===== src/rtl/mc_control_fsm.sv =====
// Multi-cycle main controller for the RV32I core: sequences fetch, decode and execute over the shared datapath.
// Optional macro RV_ILLEGAL_TRAP_EN: unknown opcodes trap to a terminal TRAP state and set the sticky illegal flag.
module mc_control_fsm (
  input  logic       clk,
  input  logic       rst_n,
  input  logic [6:0] opcode,
  input  logic [2:0] funct3,
  input  logic       zero,
  input  logic       lt,
  input  logic       ltu,
  input  logic       mem_ready,
  output logic       pc_write,
  output logic       ir_write,
  output logic       adr_src,
  output logic       mem_write,
  output logic       reg_write,
  output logic [1:0] alu_src_a,
  output logic [1:0] alu_src_b,
  output logic [1:0] alu_op,
  output logic [1:0] result_src,
  output logic [2:0] imm_src,
  output logic       illegal
);

  localparam logic [6:0] OP_LOAD   = 7'b0000011;
  localparam logic [6:0] OP_STORE  = 7'b0100011;
  localparam logic [6:0] OP_R      = 7'b0110011;
  localparam logic [6:0] OP_I      = 7'b0010011;
  localparam logic [6:0] OP_LUI    = 7'b0110111;
  localparam logic [6:0] OP_AUIPC  = 7'b0010111;
  localparam logic [6:0] OP_BRANCH = 7'b1100011;
  localparam logic [6:0] OP_JAL    = 7'b1101111;
  localparam logic [6:0] OP_JALR   = 7'b1100111;

  typedef enum logic [3:0] {
    S_FETCH, S_DECODE, S_MEMADR, S_MEMREAD, S_MEMWB, S_MEMWRITE, S_EXEC_R,
    S_EXEC_I, S_LUI, S_ALUWB, S_BRANCH, S_JALR, S_JAL
`ifdef RV_ILLEGAL_TRAP_EN
    , S_TRAP
`endif
  } state_e;

  state_e state_q, state_d;
  logic   taken;

  always_ff @(posedge clk or negedge rst_n) begin
    if (!rst_n) state_q <= S_FETCH;
    else        state_q <= state_d;
  end

  // Immediate format follows the opcode in every state.
  always_comb begin
    imm_src = 3'b000;
    case (opcode)
      OP_STORE:        imm_src = 3'b001;
      OP_BRANCH:       imm_src = 3'b010;
      OP_LUI, OP_AUIPC: imm_src = 3'b011;
      OP_JAL:          imm_src = 3'b100;
      default:         imm_src = 3'b000;
    endcase
  end

  always_comb begin
    taken = 1'b0;
    case (funct3)
      3'b000:  taken = zero;
      3'b001:  taken = !zero;
      3'b100:  taken = lt;
      3'b101:  taken = !lt;
      3'b110:  taken = ltu;
      3'b111:  taken = !ltu;
      default: taken = 1'b0;
    endcase
  end

  // Next state and datapath controls; anything not set in a state stays 0.
  always_comb begin
    state_d    = state_q;
    pc_write   = 1'b0;
    ir_write   = 1'b0;
    adr_src    = 1'b0;
    mem_write  = 1'b0;
    reg_write  = 1'b0;
    alu_src_a  = 2'b00;
    alu_src_b  = 2'b00;
    alu_op     = 2'b00;
    result_src = 2'b00;
    case (state_q)
      S_FETCH: begin
        alu_src_b  = 2'b10;
        result_src = 2'b10;
        if (mem_ready && rst_n) begin
          ir_write = 1'b1;
          pc_write = 1'b1;
          state_d  = S_DECODE;
        end
      end
      S_DECODE: begin
        alu_src_a = 2'b01;
        alu_src_b = 2'b01;
        case (opcode)
          OP_LOAD, OP_STORE: state_d = S_MEMADR;
          OP_R:              state_d = S_EXEC_R;
          OP_I:              state_d = S_EXEC_I;
          OP_LUI:            state_d = S_LUI;
          OP_AUIPC:          state_d = S_ALUWB;
          OP_BRANCH:         state_d = S_BRANCH;
          OP_JAL:            state_d = S_JAL;
          OP_JALR:           state_d = S_JALR;
`ifdef RV_ILLEGAL_TRAP_EN
          default:           state_d = S_TRAP;
`else
          default:           state_d = S_FETCH;
`endif
        endcase
      end
      S_MEMADR: begin
        alu_src_a = 2'b10;
        alu_src_b = 2'b01;
        state_d   = opcode[5] ? S_MEMWRITE : S_MEMREAD;
      end
      S_MEMREAD: begin
        adr_src = 1'b1;
        if (mem_ready) state_d = S_MEMWB;
      end
      S_MEMWB: begin
        result_src = 2'b01;
        reg_write  = 1'b1;
        state_d    = S_FETCH;
      end
      S_MEMWRITE: begin
        adr_src   = 1'b1;
        mem_write = 1'b1;
        if (mem_ready) state_d = S_FETCH;
      end
      S_EXEC_R: begin
        alu_src_a = 2'b10;
        alu_op    = 2'b10;
        state_d   = S_ALUWB;
      end
      S_EXEC_I: begin
        alu_src_a = 2'b10;
        alu_src_b = 2'b01;
        alu_op    = 2'b10;
        state_d   = S_ALUWB;
      end
      S_LUI: begin
        alu_src_a = 2'b11;
        alu_src_b = 2'b01;
        state_d   = S_ALUWB;
      end
      S_ALUWB: begin
        reg_write = 1'b1;
        state_d   = S_FETCH;
      end
      S_BRANCH: begin
        alu_src_a = 2'b10;
        alu_op    = 2'b01;
        pc_write  = taken;
        state_d   = S_FETCH;
      end
      S_JALR: begin
        alu_src_a = 2'b10;
        alu_src_b = 2'b01;
        state_d   = S_JAL;
      end
      S_JAL: begin
        alu_src_a = 2'b01;
        alu_src_b = 2'b10;
        pc_write  = 1'b1;
        state_d   = S_ALUWB;
      end
`ifdef RV_ILLEGAL_TRAP_EN
      S_TRAP: state_d = S_TRAP;
`endif
      default: state_d = S_FETCH;
    endcase
  end

`ifdef RV_ILLEGAL_TRAP_EN
  logic illegal_q, illegal_d;

  always_comb illegal_d = illegal_q | (state_d == S_TRAP);

  always_ff @(posedge clk or negedge rst_n) begin
    if (!rst_n) illegal_q <= 1'b0;
    else        illegal_q <= illegal_d;
  end

  assign illegal = illegal_q;
`else
  assign illegal = 1'b0;
`endif

endmodule

===== config.mk =====
export PLATFORM = sky130hd
export DESIGN_NAME = mc_control_fsm
export DESIGN_NICKNAME = d
export VERILOG_FILES = /design/src/rtl/mc_control_fsm.sv
export SDC_FILE = /design/constraint.sdc
export NUM_CORES = 1
export LEC_CHECK = 0
export ABC_AREA = 1
export BUFFER_PORTS_ARGS = -buffer_cell sky130_fd_sc_hd__buf_2
export CAP_MARGIN = 20
export CELL_PAD_IN_SITES_DETAIL_PLACEMENT = 1
export CELL_PAD_IN_SITES_GLOBAL_PLACEMENT = 2
export CORE_MARGIN = 2
export CORE_UTILIZATION = 20
export DETAILED_ROUTE_END_ITERATION = 12
export GPL_ROUTABILITY_DRIVEN = 0
export GPL_TIMING_DRIVEN = 0
export PLACE_DENSITY = 0.76
export SLEW_MARGIN = 10
export SYNTH_ARGS = -nofsm -noshare
export SYNTH_HDL_FRONTEND = slang
export SYNTH_SLANG_ARGS = --single-unit

===== constraint.sdc =====
create_clock -name clk -period 1.8 [get_ports clk]
set_clock_uncertainty 0.2 [all_clocks]
set_input_delay 0.18 -clock clk [delete_from_list [all_inputs] [get_ports clk]]
set_output_delay 0.18 -clock clk [all_outputs]
set_load 0.03 [all_outputs]

==> metrics.txt, run 1 <==
hold path start=mem_ready; critical path class=reg -> out; via count=887; Core Footprint=3050 um^2; final worst slack=0.0168 ns; CTS Sinks=4; Root Driver=clkbuf_4; Initial DRC Count=23; Die Ht=60.5 um; count of unique library cells instantiated by Yosys=25; Fmax=561 MHz; ranking of synthesized cells by area=nand2_1, dfrtp_1, inv_1; layout cell share with drive strength beyond 1=0.457; H-tree depth=1; P_leak=0.000589 uW; cell taking the most area after synthesis=nand2_1; nets=182; Max VDD drop=0.000271 V; total power=901 uW; crit end category=primary output; CP max stage cell=dfrtp_2; DR WL/cell=10.4 um; Rows=20; # IOs=33; detailed-route DRC error count=0; Biggest register=state_q; R2R cell count=9; Hold Path End=state_q[2]; drt via density=4.26; CTS tree=yes; outcome=finished clean; min cycle time layout=1.78 ns; mapped cell area=639 um^2; Seq cells post-synth=4; final-layout fill cell count=436; All-Layer GR Usage=0.122; area share of the largest cell type after synthesis=0.252; Max FO, Critical Path=5; Final Core Density=0.330; crit path cell chain=inv_4 -> nand2_1 -> a21oi_2 -> inv_1 -> o211ai_1 -> buf_4; DP HPWL=1.72 mm; initial antenna violation count=0; Seq/Total Area, Yosys=0.157; clk_lat worst skew=0.23 ns; Regs by FF count=state_q: 4 flops; yosys warns=0; hold path cells=4; max FFs per register=4; RR Endpoint=state_q[0]; RR Startpoint=state_q[2]; Antenna Nets Post-Route=0; Horiz. Die Dim=60.5 um; Max Root-Sink Buffers=2; Mapped Cells=120; max cap viols=0; clock-pin slew on the worst setup and hold paths=0.04 ns; Power Density=894 nW/um^2; flop-to-flop setup slack=0.22 ns; final hold viol count=0; port bufs=31; Required @ worst endpoint=1.42 ns; pin count of the biggest net entering global routing=7; Synth Net Count=136; Syn Area/Cell=5.33 um^2; Worst Hold Class=in -> reg; area occupied by registers=105 um^2; global route overflow=0; first drt pass iteration count=4; RSZ-0062 raised after global routing=true; full die area=3670 um^2; WHS=0.0645 ns; Worst Setup SP=state_q[2]; vias in the first global route=897; multi-input logic area=478 um^2; WP data arrival=1.40 ns; WL final=2.15 mm; # diodes=0; Crit path largest cell delay=0.46 ns; Final Slew Violations=0; endpoints failing setup=0; first-pass GRT wire length=3.47 mm; CTS Buf Count=3; Place WS=0.105 ns; initial core utilization=0.209; Final Cycle Share=0.991; Layout area overhead=57.7%; startpoint types=flop
-- synthesized netlist by cell type, drive strengths merged --
master / instances
or2: 2
nand3b: 1
nand2: 47
a31o: 1
buf: 2
dfrtp: 4
o211ai: 1
nor3: 1
a21oi: 1
conb: 1
clkinv: 1
nand3: 12
o21ai: 5
nor2: 19
a31oi: 2
inv: 20
-- worst max path at each step --
stage | end | cells past startpoint
floorplan | reg_write | 4
global placement | alu_src_b[0] | 7
detailed placement | alu_src_b[0] | 7
CTS | alu_src_b[0] | 6
global route | alu_src_b[0] | 6
finish | alu_src_b[0] | 6
-- worst max-delay path: cells and delay by family, from the launching register on --
kind            cells  cell delay [ns]
compound gates      2             0.29
flops               1             0.46
buf+inv             3             0.35
simple gates        1             0.08
-- layer usage --
metal	GRT usage	share of wire
met1	0.143	0.43
met2	0.228	0.53
met3	0.0192	0.043
met4	0.0373	0
met5	0	0
-- cells in the final DEF (no fill, tap or decap), types with 5 or more instances in the layout --
cell / netlist / layout
buf_2: 1 / 26
inv_1: 16 / 15
nor2_1: 11 / 11
nand3_1: 11 / 11
buf_4: 1 / 14
nand2_2: 3 / 5
nand2_1: 43 / 40
-- cell families (layout without fill, tap and decap cells) --
logic type,after synthesis,in the layout,share of synthesized area
other,1,1,0.00587
AO/OA/AOI/OAI,10,10,0.0920
buffers and inverters,23,67,0.147
flip-flops,4,4,0.157
AND/OR/NAND/NOR,82,82,0.599
-- per-stage QoR --
| stage | instances | setup TNS [ns] | area [um^2] |
|---|---|---|---|
| floorplan | 120 | 0 | 639 |
| global placement | 195 | 0 | 850 |
| detailed placement | 195 | 0 | 850 |
| CTS | 202 | 0 | 927 |
| global route | 208 | -0.247 | 1010 |
| finish | 208 | 0 | 1010 |
-- final cells by class --
type | count | share of cell area
flip-flops and latches | 4 | 0.104
repair buffers | 42 | 0.254
plain buffers | 1 | 0.00744
clock buffers | 3 | 0.0223
well taps | 44 | 0.0546
inverters | 21 | 0.0831
multi-input cells | 93 | 0.474
-- power breakdown --
group | switching [uW] | internal [uW]
Combinational | 397 | 257
Clock | 34.1 | 74.4
Sequential | 29.1 | 109
-- timing repair --
action | 4_1_cts | 5_1_grt
resized for setup | 9 | 13
setup buffers | 4 | 6
hold buffers | 1 | 0
hold endpoints to repair | 4 | 0
setup endpoints to repair | 4 | 5
pin swaps | 2 | 7
(Power assumes the default switching activity.)
==> inputs of run 2 (changes only) <==
--- a/config.mk
+++ b/config.mk
@@ -10,6 +10,7 @@
 export CAP_MARGIN = 20
 export CELL_PAD_IN_SITES_DETAIL_PLACEMENT = 1
 export CELL_PAD_IN_SITES_GLOBAL_PLACEMENT = 2
+export CORE_ASPECT_RATIO = 0.6
 export CORE_MARGIN = 2
 export CORE_UTILIZATION = 20
 export DETAILED_ROUTE_END_ITERATION = 12
==> run 2 against run 1 <==
Via count decreased by 4.5%. Sequential share of layout area barely moved. Clock power is 79% higher.
==> metrics.txt, run 2 (synthesis results as in run 1) <==
internal power=481 uW; Required @ worst endpoint=1.42 ns; Worst Hold Class=in -> reg; initial core utilization=0.216; switching pwr=480 uW; Max Root-Sink Buffers=2; vias in the first global route=827; DR WL/cell=11.7 um; CTS Sinks=4; outcome=finished clean; layout cell share with drive strength beyond 1=0.439; Antenna Nets Post-Route=0; Final Core Density=0.341; pin count of the biggest net entering global routing=7; # diodes=0; CP max stage cell=dfrtp_2; clock-pin slew on the worst setup and hold paths=0.03 ns; placed insts=193; max cap viols=0; Root Driver=clkbuf_8; register share of total power=0.142; total power=961 uW; drt via density=4.11; Crit path largest cell delay=0.45 ns; CTS tree=yes; first drt pass iteration count=4; min cycle time layout=1.79 ns; Max FO, Critical Path=5; Max VDD drop=0.000360 V; switching part of the total=0.499; Horiz. Die Dim=77.0 um; Crit path top cell by count=nor2_4; WP data arrival=1.41 ns; Clk pwr share=0.201; endpoints failing setup=0; Final Slew Violations=0; final hold viol count=0; DP HPWL=1.90 mm; WL final=2.40 mm; Core Footprint=2970 um^2; clk_lat worst skew=0.22 ns; nets=182; Regs by FF count=state_q: 4 flops; Fmax=557 MHz; Biggest register=state_q; Rows=15; CTS Buf Count=3; crit path cell chain=nor2_4 -> inv_2 -> nor2_4 -> nand3_2 -> nand2_1 -> inv_1 -> nand2_2 -> buf_6; port bufs=31; # IOs=33; global route overflow=0; commonest non-fill, non-tap cell in the layout=nand2_1; Final Cycle Share=0.997; most frequent cells in the layout=nand2_1, buf_2, inv_1; Initial DRC Count=42; detailed-route DRC error count=0; initial antenna violation count=0; RSZ-0062 raised after global routing=true; Power Density=951 nW/um^2; P_leak=0.000595 uW; final non-filler cell total=206; Cell Area, Placed=847 um^2; cell area after layout=1010 um^2; All-Layer GR Usage=0.137; first-pass GRT wire length=3.86 mm; startpoint types=flop; Die Ht=47.8 um; WHS=0.0679 ns; H-tree depth=1; max FFs per register=4; critical path class=reg -> out; Layout area overhead=58.1%; via count=847; Comb power frac=0.656; full die area=3680 um^2; crit end category=primary output
run 2: cell count changes in the layout (fill, tap and decap cells not counted):
cell,before,now
a31oi_1,1,2
inv_1,15,16
o21ai_0,2,3
a31oi_2,1,0
o21ai_1,3,2
clkbuf_4,4,2
inv_2,3,2
nand2_1,40,41
nor2_4,4,3
nor2_2,4,5
buf_4,14,13
nand2_2,5,4
clkbuf_8,0,3
run 2: layer usage:
metal	up-vias	GRT usage	routed length, um
li1	455	-	-
met1	374	0.199	1280
met2	18	0.216	1010
met3	0	0.0358	113
met4	0	0.0107	0
met5	-	0	0
run 2: worst paths after layout:
kind                       slack [ns]  depth (start not counted)          to  startpoint
max                             0.005                          8    pc_write  state_q[1]
min reg2reg                      0.56                          3  state_q[3]  state_q[3]
min                              0.07                          4  state_q[2]   mem_ready
min in group asynchronous        0.11                          2  state_q[2]       rst_n
max in group asynchronous        1.13                          2  state_q[1]       rst_n
max reg2reg                      0.30                          9  state_q[0]  state_q[1]
run 2: worst max-delay path: cells and delay by family, from the launching register on:
| kind | cells | cell delay [ns] |
|---|---|---|
| buffers and inverters | 3 | 0.24 |
| and+or+nand+nor | 5 | 0.50 |
| DFF | 1 | 0.45 |
run 2: what timing repair did:
action / in CTS / in global routing
hold buffers: 1 / 0
buffers inserted: 4 / 6
pin swaps: 1 / 5
endpoints found under the setup margin: 5 / 5
hold endpoints to repair: 4 / 0
resized for setup: 9 / 8
run 2: power groups by stage:
stage	clock, uW	sequential [uW]	combinational [uW]
floorplan	0	122	390
global placement	0	126	527
detailed placement	0	126	539
CTS	196	137	575
global route	200	140	689
finish	193	137	631
run 2: layout make-up:
type / count / area [um^2]
fillers: 432 / 1950
multi-input cells: 93 / 464
repair buffers: 42 / 256
flip-flops and latches: 4 / 105
inverters: 21 / 83.8
well taps: 42 / 52.6
clock buffers: 3 / 41.3
plain buffers: 1 / 7.51
run 2: metrics by stage:
stage | setup TNS (ns) | worst slack, ns
floorplan | 0 | 0.00271
global placement | 0 | 0.0928
detailed placement | 0 | 0.0629
CTS | 0 | 0.00419
global route | -0.146 | -0.0698
finish | 0 | 0.00549
